$ cat src/rtl/bali_pkg.sv
// Shared types for the bali core memory subsystem: address/data words,
// response-owner encoding and the starvation counter width.
package bali_pkg;

    localparam int STARVE_W = 4;

    typedef logic [7:0] addr_t;
    typedef logic [7:0] data_t;

    typedef enum logic [1:0] {
        OWN_NONE  = 2'd0,
        OWN_FETCH = 2'd1,
        OWN_DATA  = 2'd2
    } mem_owner_t;

endpackage

$ cat src/rtl/mem_arbiter.sv
// Single-port program-memory arbiter: fetch has priority, a saturating
// starvation counter guarantees the data/loader port a slot.
module mem_arbiter
    import bali_pkg::*;
#(
    parameter int ADDR_W     = 8,
    parameter int DATA_W     = 8,
    parameter int STARVE_MAX = 4
) (
    input  logic              clk,
    input  logic              rst,

    input  logic              f_req,
    input  logic [ADDR_W-1:0] f_addr,
    output logic              f_gnt,
    output logic              f_rvalid,
    output logic [DATA_W-1:0] f_rdata,

    input  logic              d_req,
    input  logic              d_we,
    input  logic [ADDR_W-1:0] d_addr,
    input  logic [DATA_W-1:0] d_wdata,
    output logic              d_gnt,
    output logic              d_rvalid,
    output logic [DATA_W-1:0] d_rdata,

    output logic              mem_en,
    output logic              mem_we,
    output logic [ADDR_W-1:0] mem_addr,
    output logic [DATA_W-1:0] mem_wdata,
    input  logic [DATA_W-1:0] mem_rdata
);

    localparam logic [STARVE_W-1:0] STARVE_LIM = STARVE_W'(STARVE_MAX);

    logic [STARVE_W-1:0] starve_q, starve_d;
    mem_owner_t          owner_q,  owner_d;

    // Grant is combinational from the requests and registered state.
    always_comb begin
        // NOTE: every output of a combinational block gets a default first,
        // otherwise an unassigned path infers a latch.
        f_gnt = 1'b0;
        d_gnt = 1'b0;
        if (!rst) begin
            if (f_req && d_req) begin
                if (starve_q >= STARVE_LIM) begin
                    d_gnt = 1'b1;
                end else begin
                    f_gnt = 1'b1;
                end
            end else begin
                f_gnt = f_req;
                d_gnt = d_req;
            end
        end
    end

    always_comb begin
        starve_d = starve_q;
        if (!d_req || d_gnt) begin
            starve_d = '0;
        end else if (f_gnt && (starve_q < STARVE_LIM)) begin
            starve_d = starve_q + STARVE_W'(1);
        end

        owner_d = OWN_NONE;
        if (f_gnt) begin
            owner_d = OWN_FETCH;
        end else if (d_gnt && !d_we) begin
            owner_d = OWN_DATA;
        end
    end

    always_ff @(posedge clk) begin
        // NOTE: sequential state uses non-blocking assignments so every
        // register samples the pre-edge values regardless of statement order.
        if (rst) begin
            starve_q <= '0;
            owner_q  <= OWN_NONE;
        end else begin
            starve_q <= starve_d;
            owner_q  <= owner_d;
        end
    end

    assign mem_en    = f_gnt | d_gnt;
    assign mem_we    = d_gnt & d_we;
    assign mem_addr  = d_gnt ? d_addr : f_addr;
    assign mem_wdata = d_wdata;

    // Reset in the response cycle swallows the pending read.
    assign f_rvalid = !rst && (owner_q == OWN_FETCH);
    assign d_rvalid = !rst && (owner_q == OWN_DATA);
    assign f_rdata  = mem_rdata;
    assign d_rdata  = mem_rdata;

endmodule

$ cat config.mk
export PLATFORM = sky130hd
export DESIGN_NAME = mem_arbiter
export DESIGN_NICKNAME = d
export VERILOG_FILES = /design/src/rtl/bali_pkg.sv /design/src/rtl/mem_arbiter.sv
export SDC_FILE = /design/constraint.sdc
export NUM_CORES = 1
export LEC_CHECK = 0
export CORE_MARGIN = 2
export CORE_UTILIZATION = 24
export DETAILED_ROUTE_END_ITERATION = 12
export PLACE_DENSITY = 0.79
export SLEW_MARGIN = 20
export SYNTH_ARGS = -nofsm -noshare
export SYNTH_HDL_FRONTEND = slang
export SYNTH_SLANG_ARGS = --single-unit
$ cat constraint.sdc
create_clock -name clk -period 1.8 [get_ports clk]
set_input_delay 0.36 -clock clk [delete_from_list [all_inputs] [get_ports clk]]
set_output_delay 0.36 -clock clk [all_outputs]
set_load 0.005 [all_outputs]
==> impl_results.md, run 1 <==
* Cells along the critical path: nor3b_4, nor2b_4, buf_12, buf_12, mux2_4, buf_6
* HPWL after DPL at 1010 um
* Hold-fix buffers at CTS at 0
* Mean routed wirelength per cell at 12.6 um
* Post-Synthesis Net Count at 95
* Commonest cells post-synth: buf_4, mux2_4, dfxtp_1, nor2_1
* Crit path kind: reg -> out
* Max-slew violation count at 0
* Final Setup Violations at 9
* Initial antenna violation count at 0
* Finished Layout Cells at 109
* Clk_lat worst skew at 0.26 ns
* Post-DR vias/cell at 3.93
* Clk_skew at 0.00861 ns
* Vias at 428
* Met3 WL at 117 um
* Worst path slowest cell: dfxtp_2
* Num CTS Buffers at 3
* Synth Area per Inst at 9.79 um2
* Synth area leaders: buf_4, dfxtp_1, mux2_4, nor3b_4, and3b_1
* FF+latch count, synth at 6
* Post-route ant nets at 0
* PD cells at 481 nW/um2
* R2R cell count at 4
* Die ar. at 2730 um2
* Placed Area at 792 um2
* Final hold vios at 0
* Core Footprint at 2210 um2
* Slowest stage delay, CP at 0.33 ns
* Sequential-to-total area share from yosys stat at 21.5%
* Cells after DPL at 99
* Max-cap viol count at 0
* Final #Nets at 121
* Crit end category: output port
* Required @ worst endpoint at 1.44 ns
* # rows at 17
* CTS max path bufs at 2
* Layout cells sized above 1 at 50.6%
* Final period util at 107%
* Reg clk slew, reported paths at 0.05 ns
* FMAX at 0.517 GHz
* Worst Path Arrival at 1.57 ns
* Routed met2 length at 765 um
* Hold_sp: starve_q[0]
* Synth Instances at 57
* Tmin final at 1.93 ns
* Clock sink count at 6
* Root buf cell: clkbuf_4
* Port bufs at 34
* FF-to-FF setup slack at 0.79 ns
* H-tree depth at 1
* DRT Wirelength at 1370 um
* Die W at 52.2 um
* Violated checks: setup timing
* DRC Markers at 0
* Vias in the first global route at 456
* Utilization after layout at 41.2%
* R2R Path End: owner_q[1]
* Global-route wire length before repair at 2030 um
* Final Instance Area at 911 um2
* Status: finished with violations
* Post-synth top area share at 32.3%
* 1st-pass router iterations at 1
* Cell with the most instances on the worst path: buf_12
* Grt ovf at 0
* Synth unique cells at 17
* N_diodes at 0
* CP bufs+invs at 3
* Initial DRC Count at 0
* Area leader, netlist: buf_4
* Peak supply drop at 0.309 mV
* Static Leak at 0.453 nW
* Largest net degree at the start of global routing at 6
* Worst Slack Setup Final at -0.134 ns
* GPL Wtd Cong at 0.678
* CTS tree: done
* IO Pins at 75
* Number of flops mapped to enable cells by yosys at 0
* Worst reg2reg path startpoint: starve_q[3]
* Critical path peak fanout at 4
* CP Launch Type: flip-flop
* Mapped Area at 558 um2
* Initial Utilization at 25.2%
* Top routing layer used: met4
* Worst min path class: reg -> reg
* Top delay family on crit path: buffers and inverters
* Top-count cell post-synth: buf_4
* Syn-to-layout area delta at 63.2%
* Overall routing resource usage at 11.0%
* Asr flop ratio synth at 0%
* Hold Crit Depth at 1
* Ys Warns at 0
* Post-synth top flop: dfxtp_1
* M1 wire length at 461 um
* RSZ-0062 raised after global routing: true
* Die Ht at 52.2 um
* Hold-critical path endpoint: starve_q[0]
-- through the flow --
step,power [mW],hold slack [ns],setup slack (ns),setup TNS (ns)
6_report,0.438,0.427,-0.134,-0.797
5_1_grt,0.464,0.457,-0.203,-1.39
4_1_cts,0.448,0.427,-0.150,-1.15
3_5_place_dp,0.286,0.421,-0.673,-7.03
3_3_place_gp,0.283,0.402,-0.659,-6.86
2_1_floorplan,0.230,0.396,0.291,0
-- layer usage --
metal	vias to the layer above	global-route usage, %
li1	210	-
met1	202	10.8
met2	12	16.9
met3	4	6.86
met4	0	7.69
met5	-	0
-- cells by family after synthesis --
logic type / synth area share (%)
adder cells (fa/ha/maj): 2.24
multiplexers: 20.9
buffers and inverters: 34.3
other: 0.672
AND/OR/NAND/NOR: 19.5
flip-flops: 21.5
AO/OA/AOI/OAI: 0.896
-- power by group --
part / switching, mW / leakage [nW] / internal [mW] / total, mW
logic: 0.0436 / 0.389 / 0.120 / 0.164
registers: 0.00242 / 0.0497 / 0.137 / 0.140
clock network: 0.0582 / 0.0138 / 0.0761 / 0.134
-- cell type report --
| cell class | instances | area, um2 |
|---|---|---|
| repair buffers | 46 | 474 |
| fillers | 218 | 1300 |
| multi-input cells | 26 | 256 |
| flip-flops and latches | 6 | 123 |
| well taps | 28 | 35.0 |
| clock buffers | 3 | 22.5 |
-- worst register-to-register path, delay by kind of cell (launching register included) --
family	cells	cell delay [ns]
simple gates	3	0.46
buf+inv	1	0.13
flops	1	0.33
-- layout by cell type, fill, tap and decap left out, types with 2 or more instances in the layout --
cell type | netlist | final
and3_1 | 2 | 2
and3b_1 | 2 | 2
buf_12 | 0 | 3
buf_2 | 0 | 3
buf_4 | 24 | 8
buf_6 | 1 | 8
clkbuf_4 | 0 | 3
clkdlybuf4s15_2 | 0 | 3
clkdlybuf4s50_1 | 0 | 19
dfxtp_1 | 6 | 4
dfxtp_2 | 0 | 2
dlymetal6s2s_1 | 0 | 2
mux2_4 | 7 | 7
nor2_1 | 3 | 3
nor2b_4 | 0 | 2
nor3b_1 | 2 | 2
-- repair_timing --
action	in CTS	in global routing
cloned	1	0
pin swaps	1	1
resized for setup	61	3
buffers inserted	7	0
endpoints found under the setup margin	14	13
-- how the worst max path moves through the flow --
stage | cells past startpoint | start | slack [ns] | end
3_3_place_gp | 6 | d_req | -0.66 | mem_addr[7]
4_1_cts | 6 | starve_q[2] | -0.15 | mem_addr[2]
6_report | 6 | starve_q[3] | -0.13 | mem_addr[0]
5_1_grt | 6 | starve_q[3] | -0.20 | mem_addr[0]
3_5_place_dp | 6 | d_req | -0.67 | mem_addr[7]
2_1_floorplan | 4 | d_req | 0.29 | mem_addr[0]
-- flip-flops by register name, summed over array words and instances (netlist names) --
register  flops
starve_q      4
owner_q       2
Power figures use the tool's default switching activity.
==> run 2: changes to the inputs <==
Settings changed: CORE_UTILIZATION 24 to 26, PLACE_DENSITY 0.79 to 0.84, RECOVER_POWER from default to 100.
Clock period 1.8 ns to 2.28 ns, I/O delays scaled along.
==> run 2 against run 1 <==
Compared with the run above: via count is 2.1% lower; core utilization shrank 0.74 points; count of clock-buffer cells in the layout is the same; power shrank 30%; sequential share of layout area is 1.4 points higher; the run now ends clean; non-clock buffer count decreased by 4; combinational power is 38% lower; clock power decreased by 28%; critical endpoint unchanged; worst hold slack better by 0.011 ns; largest power group is now sequential cells.
==> impl_results.md, run 2 (synthesis gave the netlist of run 1 again) <==
* Status: finished clean
* Worst Path Arrival at 1.75 ns
* CP Launch Type: input port
* Die Ht at 50.3 um
* Final hold vios at 0
* Top delay family on crit path: buffers and inverters
* DRT Wirelength at 1280 um
* Required @ worst endpoint at 1.82 ns
* Clock sink count at 6
* Reg clk slew, reported paths at 0.04 ns
* Total Power at 0.308 mW
* Max-slew violation count at 0
* Clk_skew at 0.000264 ns
* GPL Wtd Cong at 0.695
* Final period util at 96.8%
* Critical path peak fanout at 5
* Initial Utilization at 27.9%
* Static Leak at 0.371 nW
* Grt ovf at 0
* Hold Crit Depth at 1
* FF-to-FF setup slack at 1.09 ns
* Most common cell after layout, fill and taps aside: clkdlybuf4s50_1
* HPWL after DPL at 973 um
* H-tree depth at 1
* # rows at 16
* R2R Path End: owner_q[1]
* Overall routing resource usage at 10.8%
* Largest Register: starve_q
* Post-DR vias/cell at 4.03
* Port bufs at 34
* RSZ-0062 raised after global routing: false
* Mean routed wirelength per cell at 12.3 um
* Post-route ant nets at 0
* Largest net degree at the start of global routing at 6
* Max reg flops at 4
* Vias in the first global route at 446
* R2R cell count at 5
* Die ar. at 2530 um2
* Global-route wire length before repair at 1980 um
* PD cells at 381 nW/um2
* Syn-to-layout area delta at 45.1%
* Root buf cell: clkbuf_4
* Hold_sp: starve_q[0]
* Cell with the most instances on the worst path: clkdlybuf4s15_1
* 1st-pass router iterations at 4
* Max-cap viol count at 0
* CP bufs+invs at 4
* DRC Markers at 0
* Die W at 50.3 um
* CTS max path bufs at 2
* Initial antenna violation count at 0
* Peak supply drop at 0.129 mV
* Vias at 419
* Clk_lat worst skew at 0.24 ns
* Largest regs: starve_q x4, owner_q x2
* Final #Nets at 117
* Num CTS Buffers at 3
* N_diodes at 0
* Hold-fix buffers at CTS at 0
* Hold-critical path endpoint: starve_q[0]
* IO Pins at 75
* Tmin final at 2.21 ns
* Crit end category: output port
* Layout cells sized above 1 at 23.4%
* Core Footprint at 2000 um2
* Worst path slowest cell: mux2_1
* Most frequent cells in the layout: clkdlybuf4s50_1, clkdlybuf4s15_1, dfxtp_1
* Cells along the critical path: clkdlybuf4s15_1, nor3b_4, nor2b_4, buf_4, buf_12, mux2_1, clkdlybuf4s15_1
* Worst min path class: reg -> reg
* CTS tree: done
* Initial DRC Count at 2
* Worst reg2reg path startpoint: starve_q[3]
* Final Setup Violations at 0
* Fin Setup TNS at 0 ns
* Crit path kind: in -> out
* Slowest stage delay, CP at 0.31 ns
* FMAX at 0.453 GHz
[run 2: worst max path at each step]
stage | start | slack (ns) | cells past startpoint | end
final | f_req | 0.07 | 7 | mem_addr[0]
after global routing | f_req | 0.02 | 7 | mem_addr[6]
after CTS | d_req | 0.02 | 7 | mem_addr[7]
after detailed placement | d_req | -0.45 | 6 | mem_addr[7]
after global placement | d_req | -0.43 | 6 | mem_addr[7]
after floorplan | d_req | 0.58 | 4 | mem_addr[0]
[run 2: cell type report]
| type | instances | area, um2 |
|---|---|---|
| Sequential cell | 6 | 120 |
| Tap cell | 27 | 33.8 |
| Fill cell | 203 | 1190 |
| Clock buffer | 3 | 22.5 |
| Timing Repair Buffer | 42 | 395 |
| Multi-Input combinational cell | 26 | 238 |
[run 2: through the flow]
step	instance area [um2]	hold slack [ns]	setup WS (ns)	instances	utilization (%)
2_1_floorplan	558	0.396	0.579	57	-
3_3_place_gp	776	0.407	-0.427	96	38.8
3_5_place_dp	776	0.429	-0.452	96	38.8
4_1_cts	852	0.437	0.0181	102	42.6
5_1_grt	810	0.454	0.0167	104	40.4
6_report	810	0.438	0.0738	104	40.4
[run 2: routing by layer]
| layer | vias up | track usage [%] | share of wire (%) |
|---|---|---|---|
| met5 | - | 0 | 0 |
| met4 | 0 | 8.11 | 2.3 |
| met3 | 4 | 4.46 | 9.5 |
| met2 | 20 | 19.3 | 53 |
| met1 | 190 | 9.44 | 35 |
| li1 | 205 | - | - |
[run 2: power breakdown]
group          internal (mW)  total [mW]  switching, mW
combinational         0.0727       0.102         0.0289
sequential             0.108       0.110        0.00193
clock                 0.0594      0.0963         0.0369
[run 2: timing repair]
item | in CTS | in global routing
setup endpoints to repair | 10 | 3
setup buffers | 2 | 2
resized for setup | 25 | 2
cloned | 1 | 0
==> RTL edit 1, RTL diff (config.mk and constraints of run 2) <==
The 3 values of `mem_owner_t` get a one-hot encoding in 3 bits.
--- a/src/rtl/bali_pkg.sv
+++ b/src/rtl/bali_pkg.sv
@@ -9,6 +9,6 @@
 
-    typedef enum logic [1:0] {
-        OWN_NONE  = 2'd0,
-        OWN_FETCH = 2'd1,
-        OWN_DATA  = 2'd2
+    typedef enum logic [2:0] {
+        OWN_NONE  = 3'b001,
+        OWN_FETCH = 3'b010,
+        OWN_DATA  = 3'b100
     } mem_owner_t;
Formal check against the unedited RTL: same outputs for any inputs over 10 cycles, from zero or initial values and one cycle with rst high; not proved beyond that.
==> RTL edit 1 against run 2 <==
Area after synthesis increased by 7.0%. Synthesized cell count up 3.5%. Die area grew 6.4%. Largest power group unchanged. Critical endpoint is now mem_addr[4]. Total power increased by 15%. Worst setup slack better by 3.5 ps. Routed wire length is 11% higher. Clock skew grew 1.4 ps. Cell area rose by 11%. Sequential cell count is 1 higher. Utilization is 0.57 points higher.
==> RTL edit 1: results (changes against run 2) <==
Mapped Nets 97 (was 95); hpwl dp 1.04 mm (was 973 microns); Crit Reg-Reg Startpoint starve_q[3] (unchanged); Yosys cell types 17 (unchanged); NonClk Buf Share 0.451 (was 0.488); clock sinks 7 (was 6); DP Area 815 sq um (was 776 sq um); Pleak 0.418 nW (was 0.371 nW); launch point of the worst path rst (was f_req); Sw Pwr 0.0825 mW (was 0.0677 mW); largest net degree at the start of global routing 7 (was 6); Area contributors post-synth buf_4 30%, dfxtp_1 23%, mux2_4 20%, and3b_2 3.4%, nor2_8 3.4% (was buf_4 32%, dfxtp_1 22%, mux2_4 19%, nor3b_4 3.4%, and3b_1 3.1%); Signal buffers 45 (was 42); H-tree Lvls 1 (unchanged); fraction of layout cells with a size suffix above 1 0.318 (was 0.234); Multi-In Gates 29 (was 26); RR Endpoint owner_q[0] (was owner_q[1]); CP max-delay cell mux2_4 (was mux2_1); Worst Hold End starve_q[0] (unchanged); final net count 124 (was 117); internal power 0.271 mW (was 0.241 mW); WP data arrival 1750 ps (about the same); Crit Path Max Fanout 4 (was 5); area occupied by registers 140 sq um (was 120 sq um); hold_ws 424 ps (was 438 ps); fraction of area in multi-input gates 0.325 (was 0.294); Placed Instances 100 (was 96); top cells by count, synth 24 x buf_4, 8 x mux2_4, 7 x dfxtp_1, 4 x nor2_1 (was 24 x buf_4, 7 x mux2_4, 6 x dfxtp_1, 3 x nor2_1); Finished Core Util 0.410 (was 0.404); DRT Pass-1 Iters 2 (was 4); drt wl/cell 12.6 microns (was 12.3 microns); DR iter-0 viols 1 (was 2); Hold Path Stages 1 (unchanged); biggest regs starve_q (4), owner_q (3) (was starve_q (4), owner_q (2)); Crit path largest cell delay 300 ps; via/cell ratio 4.12 (was 4.03); worst setup path end mem_addr[4] (was mem_addr[0]); Clock buf/inv share 0.0292 (was 0.0278); R2R depth 6 (was 5); flop2flop setup slack 1040 ps (was 1090 ps); CTS resizes 15 (was 25); Tcrit/Tclk final 0.966 (was 0.968); vias in the first global route 490 (was 446); DR vias 466 (was 419); gr usage total 0.108 (about the same); Mapped Avg Cell Area 10.1 sq um (was 9.79 sq um); Clock power frac 0.315 (was 0.312); worst slack, placed -321 ps (was -452 ps); Clock buffer cells 4 (was 3); first-pass GRT wire length 2.09 mm (was 1.98 mm); P_seq 0.131 mW (was 0.110 mW); Hold WC Path Type flip-flop to flip-flop (unchanged); filler instances 228 (was 203); Peak VDD IR 0.220 mV (was 0.129 mV); Layout Skew 1.66 ps (was 0.264 ps); setup bufs post-CTS 7 (was 2); gpl congestion 0.713 (was 0.695); status completed (unchanged); register area share after synthesis 0.235 (was 0.215)
-- RTL edit 1: cell count changes after synthesis, sizes merged, moves of 2 or more --
cell and change:
nor4b +2, nor2b -2, nor3b -2, nor2 +2
-- RTL edit 1: metal layers --
layer | track usage | vias to the layer above | part of all wire
met5 | 0 | - | 0
met1 | 0.0842 | 211 | 0.31
met3 | 0.0460 | 4 | 0.11
met2 | 0.213 | 25 | 0.58
met4 | 0.0658 | 0 | 0.011
li1 | - | 226 | -
-- RTL edit 1: logic make-up (layout without fill, tap and decap cells) --
| kind of cell | count (synthesis) | in the layout | share of synthesized area |
|---|---|---|---|
| multiplexers | 8 | 8 | 0.201 |
| AND/OR/NAND/NOR | 17 | 18 | 0.226 |
| flip-flops | 7 | 7 | 0.235 |
| buffers and inverters | 24 | 49 | 0.302 |
| AO/OA/AOI/OAI | 1 | 1 | 0.00838 |
| adder cells (fa/ha/maj) | 1 | 1 | 0.0210 |
| other | 1 | 1 | 0.00628 |
==> RTL edit 2, RTL diff (settings of run 2) <==
Made on the original files. `DATA_W`: 8 -> 6.
--- a/src/rtl/mem_arbiter.sv
+++ b/src/rtl/mem_arbiter.sv
@@ -6,3 +6,3 @@
     parameter int ADDR_W     = 8,
-    parameter int DATA_W     = 8,
+    parameter int DATA_W     = 6,
     parameter int STARVE_MAX = 4
Ports: changed (5 resized); port bits go from 75 to 65. The function was not compared with the original's and may differ.
==> RTL edit 2 against run 2 <==
Routed wire length down 12%. Count of clock-buffer cells in the layout unchanged. Utilization up 3.6 points. Worst setup slack better by 5.5 ps. Area after synthesis down 8.1%. Total power up 1.3%. Die area down 7.4%. Non-clock buffer count down 2. Global-route usage down 0.11 points. Maximum frequency up 0.25%. Sequential cell count unchanged. Cell area up 3.4%. Critical path type unchanged. Critical endpoint is now d_gnt. Largest cell class unchanged.
==> RTL edit 2: results (changes against run 2) <==
status completed (unchanged); Crit Reg-Reg Startpoint starve_q[3] (unchanged); gr usage total 0.107 (was 0.108); top cells by count, synth 18 x buf_4, 7 x mux2_4, 6 x dfxtp_1, 3 x nor2_1 (was 24 x buf_4, 7 x mux2_4, 6 x dfxtp_1, 3 x nor2_1); DR iter-0 viols 0 (was 2); Async SR Flop Fraction 0 (unchanged); DRT Pass-1 Iters 1 (was 4); Mapped Nets 85 (was 95); R2R depth 4 (was 5); vias in the first global route 421 (was 446); first-pass GRT wire length 1.83 mm (was 1.98 mm); fraction of layout cells with a size suffix above 1 0.253 (was 0.234); final std cells w/o fill 102 (was 104); Pleak 0.387 nW (was 0.371 nW); Mapped Cells 51 (was 57); Placed Instances 97 (was 96); hold_ws 414 ps (was 438 ps); flop2flop setup slack 1210 ps (was 1090 ps); final net count 111 (was 117); hpwl dp 906 microns (was 973 microns); via/cell ratio 3.84 (was 4.03); Peak VDD IR 0.103 mV (was 0.129 mV); final WL 1.13 mm (was 1.28 mm); gpl congestion 0.643 (was 0.695); Area contributors post-synth buf_4 26%, dfxtp_1 23%, mux2_4 20%, nor3b_4 3.7%, and3b_1 3.4% (was buf_4 32%, dfxtp_1 22%, mux2_4 19%, nor3b_4 3.4%, and3b_1 3.1%)
RTL edit 2: final cells by class:
class / instances / area [sq um]
Fill cell: 182 / 1060
Timing Repair Buffer: 40 / 408
Clock buffer: 3 / 22.5
Multi-Input combinational cell: 26 / 253
Tap cell: 27 / 33.8
Sequential cell: 6 / 120
RTL edit 2: critical path, stage by stage:
cell and delay [ps]:
clkdlybuf4s15_1 210, nor3b_4 280, nor2b_4 100, buf_16 140
dlygate4sd3_1 560
RTL edit 2: worst max path at each step:
stage          startpoint     endpoint  cells past startpoint
2_1_floorplan       d_req  mem_addr[0]                      4
3_3_place_gp        d_req  mem_addr[7]                      6
3_5_place_dp        d_req  mem_addr[7]                      6
4_1_cts               rst  mem_addr[7]                      6
5_1_grt               rst  mem_addr[6]                      6
6_report            f_req        d_gnt                      5
RTL edit 2: timing repair:
action	4_1_cts	5_1_grt
hold buffers	0	0
gates resized for setup	15	4
buffers inserted	1	0
endpoints found under the setup margin	10	6
cloned	1	0
RTL edit 2: per-layer routing:
layer | global-route usage | up-vias | part of all wire
met5 | 0 | - | 0
met4 | 0.114 | 0 | 0.024
met3 | 0.0432 | 2 | 0.070
met2 | 0.176 | 18 | 0.55
met1 | 0.0939 | 173 | 0.36
li1 | - | 199 | -
RTL edit 2: metrics by stage:
step	instance area, sq um	total power [mW]	utilization	worst slack [ps]
final	837	0.312	0.440	79.3
after global routing	837	0.329	0.440	16.4
after CTS	836	0.323	0.439	5.20
after detailed placement	783	0.224	0.412	-438
after global placement	783	0.222	0.412	-411
after floorplan	513	0.173	-	579
RTL edit 2: logic make-up after synthesis:
group                      count (synthesis)  synth area share
adders and majority gates                  1            0.0244
and+or+nand+nor                           15             0.212
buffers and inverters                     19             0.285
other                                      1           0.00731
DFF                                        6             0.234
AOI/OAI and AO/OA                          1           0.00975
muxes                                      8             0.227
RTL edit 2: power breakdown:
part / switching [mW] / leakage (nW) / internal [mW]
logic: 0.0287 / 0.324 / 0.0795
clock network: 0.0345 / 0.0138 / 0.0593
registers: 0.00177 / 0.0491 / 0.108
